$ cat src/rtl/riscv_ctrl_pkg.sv
// Shared encodings for the multicycle RV32I control path: FSM states, opcodes,
// ALU operation classes and the datapath mux select codes.
package riscv_ctrl_pkg;

    typedef enum logic [3:0] {
        S_FETCH    = 4'd0,
        S_DECODE   = 4'd1,
        S_MEMADR   = 4'd2,
        S_MEMREAD  = 4'd3,
        S_MEMWB    = 4'd4,
        S_MEMWRITE = 4'd5,
        S_EXECR    = 4'd6,
        S_EXECI    = 4'd7,
        S_ALUWB    = 4'd8,
        S_BEQ      = 4'd9,
        S_JAL      = 4'd10
    } state_t;

    typedef enum logic [1:0] {
        ALUOP_ADD   = 2'b00,
        ALUOP_SUB   = 2'b01,
        ALUOP_FUNCT = 2'b10
    } aluop_t;

    localparam logic [6:0] OP_LOAD   = 7'b0000011;
    localparam logic [6:0] OP_STORE  = 7'b0100011;
    localparam logic [6:0] OP_RTYPE  = 7'b0110011;
    localparam logic [6:0] OP_ITYPE  = 7'b0010011;
    localparam logic [6:0] OP_BRANCH = 7'b1100011;
    localparam logic [6:0] OP_JAL    = 7'b1101111;

    localparam logic [2:0] ALU_ADD = 3'b000;
    localparam logic [2:0] ALU_SUB = 3'b001;
    localparam logic [2:0] ALU_AND = 3'b010;
    localparam logic [2:0] ALU_OR  = 3'b011;
    localparam logic [2:0] ALU_SLT = 3'b101;

    localparam logic [1:0] RES_ALUOUT    = 2'b00;
    localparam logic [1:0] RES_DATA      = 2'b01;
    localparam logic [1:0] RES_ALURESULT = 2'b10;

    localparam logic [1:0] SRCA_PC    = 2'b00;
    localparam logic [1:0] SRCA_OLDPC = 2'b01;
    localparam logic [1:0] SRCA_RD1   = 2'b10;

    localparam logic [1:0] SRCB_RD2  = 2'b00;
    localparam logic [1:0] SRCB_IMM  = 2'b01;
    localparam logic [1:0] SRCB_FOUR = 2'b10;

    localparam logic [1:0] IMM_I = 2'b00;
    localparam logic [1:0] IMM_S = 2'b01;
    localparam logic [1:0] IMM_B = 2'b10;
    localparam logic [1:0] IMM_J = 2'b11;

    function automatic logic [1:0] immSrcFor(input logic [6:0] op);
        case (op)
            OP_STORE:  return IMM_S;
            OP_BRANCH: return IMM_B;
            OP_JAL:    return IMM_J;
            default:   return IMM_I;
        endcase
    endfunction

endpackage

$ cat src/rtl/alu_decoder.sv
// Maps an ALU operation class plus instruction fields to the ALU function code.
// Purely combinational so the single-cycle core can reuse it unchanged.
module alu_decoder
    import riscv_ctrl_pkg::*;
(
    input  aluop_t     aluOp,
    input  logic [2:0] funct3,
    input  logic       opb5,
    input  logic       funct7b5,
    output logic [2:0] aluControl
);

    always_comb begin
        aluControl = ALU_ADD;
        case (aluOp)
            ALUOP_SUB: aluControl = ALU_SUB;
            ALUOP_FUNCT: begin
                case (funct3)
                    3'b000:  aluControl = (opb5 & funct7b5) ? ALU_SUB : ALU_ADD;
                    3'b010:  aluControl = ALU_SLT;
                    3'b110:  aluControl = ALU_OR;
                    3'b111:  aluControl = ALU_AND;
                    default: aluControl = ALU_ADD;
                endcase
            end
            default: aluControl = ALU_ADD;
        endcase
    end

endmodule

$ cat src/rtl/multicycle_controller.sv
// Control FSM for the shared-memory multicycle RV32I datapath, with a memory
// ready handshake and a retired-instruction counter.
//
//   state      | meaning
//   S_FETCH    | read instruction at PC, PC <= PC+4 once memory is ready
//   S_DECODE   | compute branch target into ALUOut, dispatch on opcode
//   S_MEMADR   | effective address = rs1 + imm
//   S_MEMREAD  | load access, waits for mem_ready
//   S_MEMWB    | write loaded data to rd, retire
//   S_MEMWRITE | store access, strobe held until mem_ready, retire
//   S_EXECR    | register-register ALU op
//   S_EXECI    | register-immediate ALU op
//   S_ALUWB    | write ALUOut to rd, retire
//   S_BEQ      | compare, take branch on zero, retire
//   S_JAL      | PC <= target, link value OldPC+4 into ALUOut
module multicycle_controller
    import riscv_ctrl_pkg::*;
#(
    parameter int CNT_W = 32
) (
    input  logic             clk,
    input  logic             reset,
    input  logic [6:0]       op,
    input  logic [2:0]       funct3,
    input  logic             funct7b5,
    input  logic             zero,
    input  logic             mem_ready,
    output logic             PCWrite,
    output logic             AdrSrc,
    output logic             MemWrite,
    output logic             IRWrite,
    output logic [1:0]       ResultSrc,
    output logic [1:0]       ALUSrcA,
    output logic [1:0]       ALUSrcB,
    output logic [2:0]       ALUControl,
    output logic [1:0]       ImmSrc,
    output logic             RegWrite,
    output logic             instr_retire,
    output logic             illegal_op,
    output logic [CNT_W-1:0] retired_count
);

    state_t state, nextState;
    aluop_t aluOp;
    logic   pcWriteRaw, memWriteRaw, irWriteRaw, regWriteRaw, retireRaw, illegalRaw;

    always_ff @(posedge clk) begin
        if (!reset) begin
            state         <= S_FETCH;
            retired_count <= '0;
        end else begin
            state <= nextState;
            if (retireRaw) retired_count <= retired_count + CNT_W'(1);
        end
    end

    always_comb begin
        nextState   = state;
        AdrSrc      = 1'b0;
        ResultSrc   = RES_ALUOUT;
        ALUSrcA     = SRCA_PC;
        ALUSrcB     = SRCB_RD2;
        aluOp       = ALUOP_ADD;
        pcWriteRaw  = 1'b0;
        memWriteRaw = 1'b0;
        irWriteRaw  = 1'b0;
        regWriteRaw = 1'b0;
        retireRaw   = 1'b0;
        illegalRaw  = 1'b0;
        case (state)
            S_FETCH: begin
                ALUSrcB   = SRCB_FOUR;
                ResultSrc = RES_ALURESULT;
                if (mem_ready) begin
                    irWriteRaw = 1'b1;
                    pcWriteRaw = 1'b1;
                    nextState  = S_DECODE;
                end
            end
            S_DECODE: begin
                ALUSrcA = SRCA_OLDPC;
                ALUSrcB = SRCB_IMM;
                case (op)
                    OP_LOAD, OP_STORE: nextState = S_MEMADR;
                    OP_RTYPE:          nextState = S_EXECR;
                    OP_ITYPE:          nextState = S_EXECI;
                    OP_BRANCH:         nextState = S_BEQ;
                    OP_JAL:            nextState = S_JAL;
                    default: begin
                        nextState  = S_FETCH;
                        illegalRaw = 1'b1;
                    end
                endcase
            end
            S_MEMADR: begin
                ALUSrcA   = SRCA_RD1;
                ALUSrcB   = SRCB_IMM;
                nextState = op[5] ? S_MEMWRITE : S_MEMREAD;
            end
            S_MEMREAD: begin
                AdrSrc = 1'b1;
                if (mem_ready) nextState = S_MEMWB;
            end
            S_MEMWB: begin
                ResultSrc   = RES_DATA;
                regWriteRaw = 1'b1;
                retireRaw   = 1'b1;
                nextState   = S_FETCH;
            end
            S_MEMWRITE: begin
                AdrSrc      = 1'b1;
                memWriteRaw = 1'b1;
                if (mem_ready) begin
                    retireRaw = 1'b1;
                    nextState = S_FETCH;
                end
            end
            S_EXECR: begin
                ALUSrcA   = SRCA_RD1;
                aluOp     = ALUOP_FUNCT;
                nextState = S_ALUWB;
            end
            S_EXECI: begin
                ALUSrcA   = SRCA_RD1;
                ALUSrcB   = SRCB_IMM;
                aluOp     = ALUOP_FUNCT;
                nextState = S_ALUWB;
            end
            S_ALUWB: begin
                regWriteRaw = 1'b1;
                retireRaw   = 1'b1;
                nextState   = S_FETCH;
            end
            S_BEQ: begin
                ALUSrcA    = SRCA_RD1;
                aluOp      = ALUOP_SUB;
                pcWriteRaw = zero;
                retireRaw  = 1'b1;
                nextState  = S_FETCH;
            end
            S_JAL: begin
                ALUSrcA    = SRCA_OLDPC;
                ALUSrcB    = SRCB_FOUR;
                pcWriteRaw = 1'b1;
                nextState  = S_ALUWB;
            end
            default: nextState = S_FETCH;
        endcase
    end

    // Write enables and pulses are suppressed while reset is held so an
    // abandoned instruction never commits anything.
    assign PCWrite      = reset & pcWriteRaw;
    assign MemWrite     = reset & memWriteRaw;
    assign IRWrite      = reset & irWriteRaw;
    assign RegWrite     = reset & regWriteRaw;
    assign instr_retire = reset & retireRaw;
    assign illegal_op   = reset & illegalRaw;
    assign ImmSrc       = immSrcFor(op);

    alu_decoder aluDec (
        .aluOp      (aluOp),
        .funct3     (funct3),
        .opb5       (op[5]),
        .funct7b5   (funct7b5),
        .aluControl (ALUControl)
    );

endmodule
$ cat config.mk
export PLATFORM = sky130hd
export DESIGN_NAME = multicycle_controller
export DESIGN_NICKNAME = d
export VERILOG_FILES = /design/src/rtl/riscv_ctrl_pkg.sv /design/src/rtl/alu_decoder.sv /design/src/rtl/multicycle_controller.sv
export SDC_FILE = /design/constraint.sdc
export NUM_CORES = 1
export LEC_CHECK = 0
export CAP_MARGIN = 10
export CORE_MARGIN = 3
export CORE_UTILIZATION = 50
export DETAILED_ROUTE_END_ITERATION = 7
export PLACE_DENSITY = 0.89
export RECOVER_POWER = 25
export SLEW_MARGIN = 20
export SYNTH_ARGS = -nofsm -noshare
export SYNTH_HDL_FRONTEND = slang
export SYNTH_HIERARCHICAL = 1
export SYNTH_SLANG_ARGS = --single-unit
$ cat constraint.sdc
create_clock -name clk -period 3 [get_ports clk]
set_clock_uncertainty 0.15 [all_clocks]
set_input_delay 0.3 -clock clk [delete_from_list [all_inputs] [get_ports clk]]
set_output_delay 0.3 -clock clk [all_outputs]
set_load 0.02 [all_outputs]
==> results of run 1 <==
==> synthesized netlist by cell type (3+ instances only) <==
cell	n
xor2_1	15
nand3_1	11
nand2b_1	6
nor4_1	3
and3_1	3
inv_1	9
nand4_1	13
ha_1	3
a21oi_1	15
dfxtp_1	36
clkbuf_1	7
buf_1	4
nor3_1	14
nor2_1	34
nor4b_1	3
nand2_1	13
xnor2_1	7
o21ai_0	14
or3_1	9
o21a_1	5
==> worst paths after layout <==
check,startpoint,end,slack [ns],depth (start not counted)
worst max-delay path,state[2]$_SDFFE_PN0P_,ALUControl[1],0.17,6
worst min-delay path,retired_count[31]$_SDFFE_PN0N_,retired_count[31]$_SDFFE_PN0N_,0.33,2
worst max register to register,retired_count[2]$_SDFFE_PN0N_,retired_count[28]$_SDFFE_PN0N_,0.74,5
worst min register to register,retired_count[31]$_SDFFE_PN0N_,retired_count[31]$_SDFFE_PN0N_,0.33,2
==> cell usage in the layout (no fill, tap or decap), types with 3 or more instances in the layout <==
cell | netlist | routed
clkdlybuf4s50_1 | 0 | 42
nor4_1 | 3 | 3
and3_1 | 3 | 3
xor2_1 | 15 | 15
ha_1 | 3 | 3
dfxtp_1 | 36 | 36
buf_4 | 0 | 8
dlygate4sd3_1 | 0 | 21
nor4b_1 | 3 | 3
o21ai_0 | 14 | 14
or3_1 | 9 | 9
nor3_1 | 14 | 14
nand2b_1 | 6 | 6
a21oi_1 | 15 | 15
nand3_1 | 11 | 11
o21a_1 | 5 | 5
nor2_1 | 34 | 34
inv_1 | 9 | 9
xnor2_1 | 7 | 7
nand4_1 | 13 | 13
clkbuf_8 | 0 | 7
nand2_1 | 13 | 13
==> flip-flops by register name, summed over array words and instances (netlist names) <==
register       flops
retired_count     32
state              4
==> critical path, stage by stage, from the launching register on <==
cell and delay [ns]:
dfxtp_1 0.44, nand2b_1 0.23, nor2_1 0.16, inv_1 0.07
ha_1 0.33, and4b_2 0.27, clkdlybuf4s50_1 0.59
==> cell families after synthesis <==
family | after synthesis
simple gates | 130
compound gates | 48
flops | 36
buf+inv | 23
xor+xnor | 22
fa+ha+maj | 3
mux | 1
==> cell type report <==
type                       instances  area share [%]
multi-input combinational        204            44.7
clock buffer                       7            3.29
tap                               50            2.13
sequential                        36            24.6
inverter                          10            1.28
timing repair buffer              72            24.0
==> per-stage QoR <==
stage | setup slack (ns) | hold slack (ns) | area, µm²
2_1_floorplan | 0.647 | 0.268 | 2130
3_3_place_gp | 0.345 | 0.310 | 2830
3_5_place_dp | 0.330 | 0.329 | 2830
4_1_cts | 0.0974 | 0.338 | 2930
5_1_grt | 0.00545 | 0.370 | 2930
6_report | 0.174 | 0.333 | 2930
==> what timing repair did <==
action                     4_1_cts  5_1_grt
hold endpoints to repair         0        0
setup endpoints to repair        0        1
resized for setup                0        1
==> per-layer routing <==
metal / wire (µm) / vias to the layer above / track usage (%)
met5: 0 / - / 0
met4: 64 / 0 / 6.89
met3: 215 / 8 / 5.19
met2: 2600 / 44 / 35.6
met1: 2420 / 1027 / 28.8
li1: - / 1074 / -
==> power by group <==
| group | switching (mW) | internal, mW |
|---|---|---|
| Combinational | 0.0499 | 0.0469 |
| Clock | 0.159 | 0.204 |
| Sequential | 0.000908 | 0.479 |
==> impl_metrics.py, run 1 <==
metrics = {
    "logic_synthesis": {
        "synth_top_area_share_pct": 33.8,
        "synth_cells": 263,
        "synth_fa_ha_area_share_pct": 1.76,
        "synth-simple-area-share_pct": 35.7,
        "syn_area_um2": 2130,
        "postSynth.asyncResetShare_pct": 0,
        "synth_compound_area_share_pct": 14.5,
        "synthTopCellsByArea": "dfxtp_1, xor2_1, nor2_1, nand4_1, a21oi_1",
        "synth.net_count": 281,
        "syn_area_per_cell_um2": 8.10,
        "synth_xor_area_share_pct": 9.05,
        "synthDistinctLibCells": 53,
        "synthFlopType": "dfxtp_1",
        "netlist.top_cell.by_area": "dfxtp_1",
        "synth_seq_cells": 36,
        "synth_edf_count": 0,
        "synth_seq_area_share_pct": 33.8,
        "synth_warnings": 6,
        "synth_top_family_by_area": "simple AND/OR/NAND/NOR gates",
        "synth.area.mux_share_pct": 0.529,
    },
    "detailed_routing": {
        "drt-initial-drc-count": 130,
        "drc_errors": 0,
        "vias": 2153,
        "viasPerCell": 5.68,
        "postRouteAntennaNets": 0,
        "drtPass1Iterations": 4,
        "wl_per_cell_um": 14.0,
        "wirelength_mm": 5.31,
    },
    "grt": {
        "grt_max_degree": 33,
        "antenna_found_initial": 0,
        "gr-usage-all-layers_pct": 21.9,
        "grt_pass1_wl_mm": 9.15,
        "grt_pass1_vias": 2034,
        "grt.overflow.total": 0,
    },
    "status": {
        "status": "completed",
    },
    "timing": {
        "final.setup.tns_ns": 0,
        "final_max_slew_viol_count": 0,
        "finalCriticalPeriod_ns": 2.83,
        "fmaxAchievable_mhz": 354,
        "worst_slew_pin_slew_ns": 0.582,
        "finalSetupViolCount": 0,
        "slew-limit-headroom_pct": 60.9,
        "rsz0062_at_grt": "no",
        "fin_crit_sh_pct": 94.2,
        "finalHoldViolCount": 0,
    },
    "clock_tree": {
        "cts_buffer_depth": 2,
        "clock_latency_ns": 0.28,
        "cts_inserted_buffers": 5,
        "clk_pin_slew_ns": 0.07,
        "root_buffer": "clkbuf_8",
        "cts_sinks": 36,
        "cts_setup_buffers": 0,
        "cts_hold_buffers": 0,
        "htreeDepth": 2,
        "cts_tree": "yes",
    },
    "critical_path": {
        "cp.required_ns": 2.55,
        "critical_path_class": "reg -> out",
        "critPathLaunchType": "flop",
        "path_max_fanout": 13,
        "cp-end-kind": "output port",
        "arrival_ns": 2.38,
    },
    "finish": {
        "layout.nets": 347,
        "utilization_pct": 72.2,
        "multiInputGateArea_um2": 1310,
        "diodes": 0,
        "area.growth.synth_to_final_pct": 37.6,
        "drive_above_1_share_pct": 8.81,
        "fin_cells": 379,
        "regArea_um2": 721,
        "fillers": 334,
    },
    "job": {
        "maxCapViolations": 0,
    },
    "die": {
        "die-width_um": 71.3,
        "die-area_um2": 5080,
        "die_h_um": 71.3,
        "io_pins": 65,
        "rows": 23,
        "fp.coreArea_um2": 4060,
        "initial_core_util_pct": 52.5,
    },
    "power": {
        "peakVddDrop_mv": 0.364,
        "p_per_area_nw_per_um2": 321,
        "report.power.total_mw": 0.940,
        "p_leak_nw": 1.09,
    },
    "hold_path": {
        "hp-class": "reg -> reg",
    },
    "place": {
        "gp_congestion": 0.897,
        "port_buffers": 64,
        "hpwl_mm": 3.85,
        "placedCellCount": 372,
    },
}
No activity file was read; power rests on OpenSTA's default activity.
==> inputs of run 2 (changes only) <==
--- a/config.mk
+++ b/config.mk
@@ -5,11 +5,12 @@
 export SDC_FILE = /design/constraint.sdc
 export NUM_CORES = 1
 export LEC_CHECK = 0
+export ABC_CLOCK_PERIOD_IN_PS = 3000
 export CAP_MARGIN = 10
 export CORE_MARGIN = 3
-export CORE_UTILIZATION = 50
+export CORE_UTILIZATION = 30
 export DETAILED_ROUTE_END_ITERATION = 7
-export PLACE_DENSITY = 0.89
+export PLACE_DENSITY = 0.59
 export RECOVER_POWER = 25
 export SLEW_MARGIN = 20
 export SYNTH_ARGS = -nofsm -noshare
==> impl_metrics.py, run 2 (synthesis gave the netlist of run 1 again) <==
metrics = {
    "detailed_routing": {
        "wirelength_mm": 5.51,
        "drtPass1Iterations": 4,
        "wl_per_cell_um": 12.8,
        "drt-initial-drc-count": 149,
        "vias": 2115,
        "viasPerCell": 4.93,
        "drc_errors": 0,
        "postRouteAntennaNets": 0,
    },
    "timing": {
        "rsz0062_at_grt": "no",
        "finalSetupViolCount": 0,
        "finalCriticalPeriod_ns": 2.88,
        "fin_crit_sh_pct": 96.0,
        "slew-limit-headroom_pct": 60.8,
        "worst_slew_pin_slew_ns": 0.587,
        "final_max_slew_viol_count": 0,
        "holdWs_ns": 0.333,
        "final.setup.tns_ns": 0,
        "setup_ws_ns": 0.119,
        "fmaxAchievable_mhz": 347,
        "finalHoldViolCount": 0,
    },
    "power": {
        "combPwrFrac_pct": 10.6,
        "p_sw_mw": 0.216,
        "p_leak_nw": 1.09,
        "peakVddDrop_mv": 0.222,
        "internal-power_mw": 0.714,
        "pwr-share-seq_pct": 51.6,
        "p_per_area_nw_per_um2": 310,
        "pwr-share-clk_pct": 37.8,
        "report.power.total_mw": 0.930,
        "sw_frac_of_total_pct": 23.2,
    },
    "finish": {
        "reg_top3": "retired_count (32), state (4)",
        "area.growth.synth_to_final_pct": 41.0,
        "diodes": 0,
        "fin_cells": 429,
        "regMostFlops": "retired_count",
        "postLayoutCellArea_um2": 3000,
        "fillers": 723,
        "utilization_pct": 44.0,
        "drive_above_1_share_pct": 9.61,
        "final_common_cell": "clkdlybuf4s50_1",
        "final_cell_mix": "clkdlybuf4s50_1, dfxtp_1, nor2_1",
        "layout.nets": 350,
        "largest_register_ffs": 32,
    },
    "critical_path": {
        "path_max_fanout": 13,
        "cp.required_ns": 2.55,
        "cp-end-kind": "output port",
        "arrival_ns": 2.43,
        "critPathLaunchType": "flop",
        "critical_path_class": "reg -> out",
    },
    "die": {
        "rows": 30,
        "io_pins": 65,
        "die-width_um": 90.3,
        "initial_core_util_pct": 31.2,
        "die-area_um2": 8150,
        "die_h_um": 90.3,
        "fp.coreArea_um2": 6830,
    },
    "clock_tree": {
        "cts_inserted_buffers": 5,
        "cts_sinks": 36,
        "clock_latency_ns": 0.28,
        "cts_tree": "yes",
        "root_buffer": "clkbuf_8",
        "clk_pin_slew_ns": 0.07,
        "cts_setup_buffers": 0,
        "cts_buffer_depth": 2,
        "htreeDepth": 2,
    },
    "place": {
        "gp_congestion": 0.844,
        "dpl_worst_slack_ns": 0.278,
        "post_dp_cell_area_um2": 2910,
        "placedCellCount": 421,
        "port_buffers": 64,
        "hpwl_mm": 4.02,
    },
    "grt": {
        "gr-usage-all-layers_pct": 13.6,
        "grt_pass1_vias": 1981,
        "grt_max_degree": 32,
        "gr-usage-met1_pct": 18.5,
        "grt.busiest_layer": "met2",
        "antenna_found_initial": 0,
        "grt_util_met2_pct": 21.8,
        "grt.overflow.total": 0,
        "use_met3_pct": 2.92,
        "grt_pass1_wl_mm": 9.29,
    },
    "status": {
        "status": "completed",
    },
    "hold_path": {
        "hp-class": "reg -> reg",
    },
    "job": {
        "maxCapViolations": 0,
    },
}
## run 2: cell types whose count changed in the layout (fill, tap and decap cells not counted), sizes merged
cell,change
clkdlybuf4s50,+1
clkbuf,+1
buf,+3
dlymetal6s2s,-1
## run 2: worst max-delay path, stage by stage (launching register included)
cell and delay, ns:
dfxtp_1 0.44, nand2b_1 0.23, nor2_1 0.15, inv_1 0.06, ha_1 0.33, nor4b_1 0.29, clkdlybuf4s50_1 0.65
## run 2: layout make-up
class                           instances  area [µm²]  area share (%)
Sequential cell                        36         722            24.0
Clock buffer                            8        90.1            3.00
Timing Repair Buffer                   75         723            24.1
Inverter                               10        37.5            1.25
Tap cell                               96         120            4.00
Multi-Input combinational cell        204        1310            43.6
## run 2: layer usage
layer	part of all wire (%)	vias to the layer above
li1	-	1084
met1	49	974
met2	46	53
met3	4.8	4
met4	0.69	0
met5	0	-
## run 2: power groups by stage
stage,Combinational [mW],Clock [mW],Sequential [mW]
after floorplan,0.0484,0,0.491
after CTS,0.0991,0.364,0.480
after detailed placement,0.0988,0,0.491
after global placement,0.0991,0,0.491
after global routing,0.107,0.388,0.480
final,0.0981,0.352,0.480
## run 2: final timing paths
path                             startpoint                              to  slack (ns)  cells past startpoint
min          retired_count[31]$_SDFFE_PN0N_  retired_count[31]$_SDFFE_PN0N_        0.33                      2
max reg2reg           state[2]$_SDFFE_PN0P_  retired_count[31]$_SDFFE_PN0N_        0.74                      6
max                   state[2]$_SDFFE_PN0P_                   ALUControl[2]        0.12                      6
min reg2reg  retired_count[31]$_SDFFE_PN0N_  retired_count[31]$_SDFFE_PN0N_        0.33                      2
## run 2: what timing repair did
action	CTS	global route
setup endpoints to repair	0	4
hold buffers	0	0
resized for setup	0	1
==> inputs of run 3 (changes only) <==
--- a/config.mk
+++ b/config.mk
@@ -5,7 +5,6 @@
 export SDC_FILE = /design/constraint.sdc
 export NUM_CORES = 1
 export LEC_CHECK = 0
-export ABC_CLOCK_PERIOD_IN_PS = 3000
 export CAP_MARGIN = 10
 export CORE_MARGIN = 3
 export CORE_UTILIZATION = 30
==> results of run 3 <==
Final layout, timing and power as in run 2 (identical DEF).
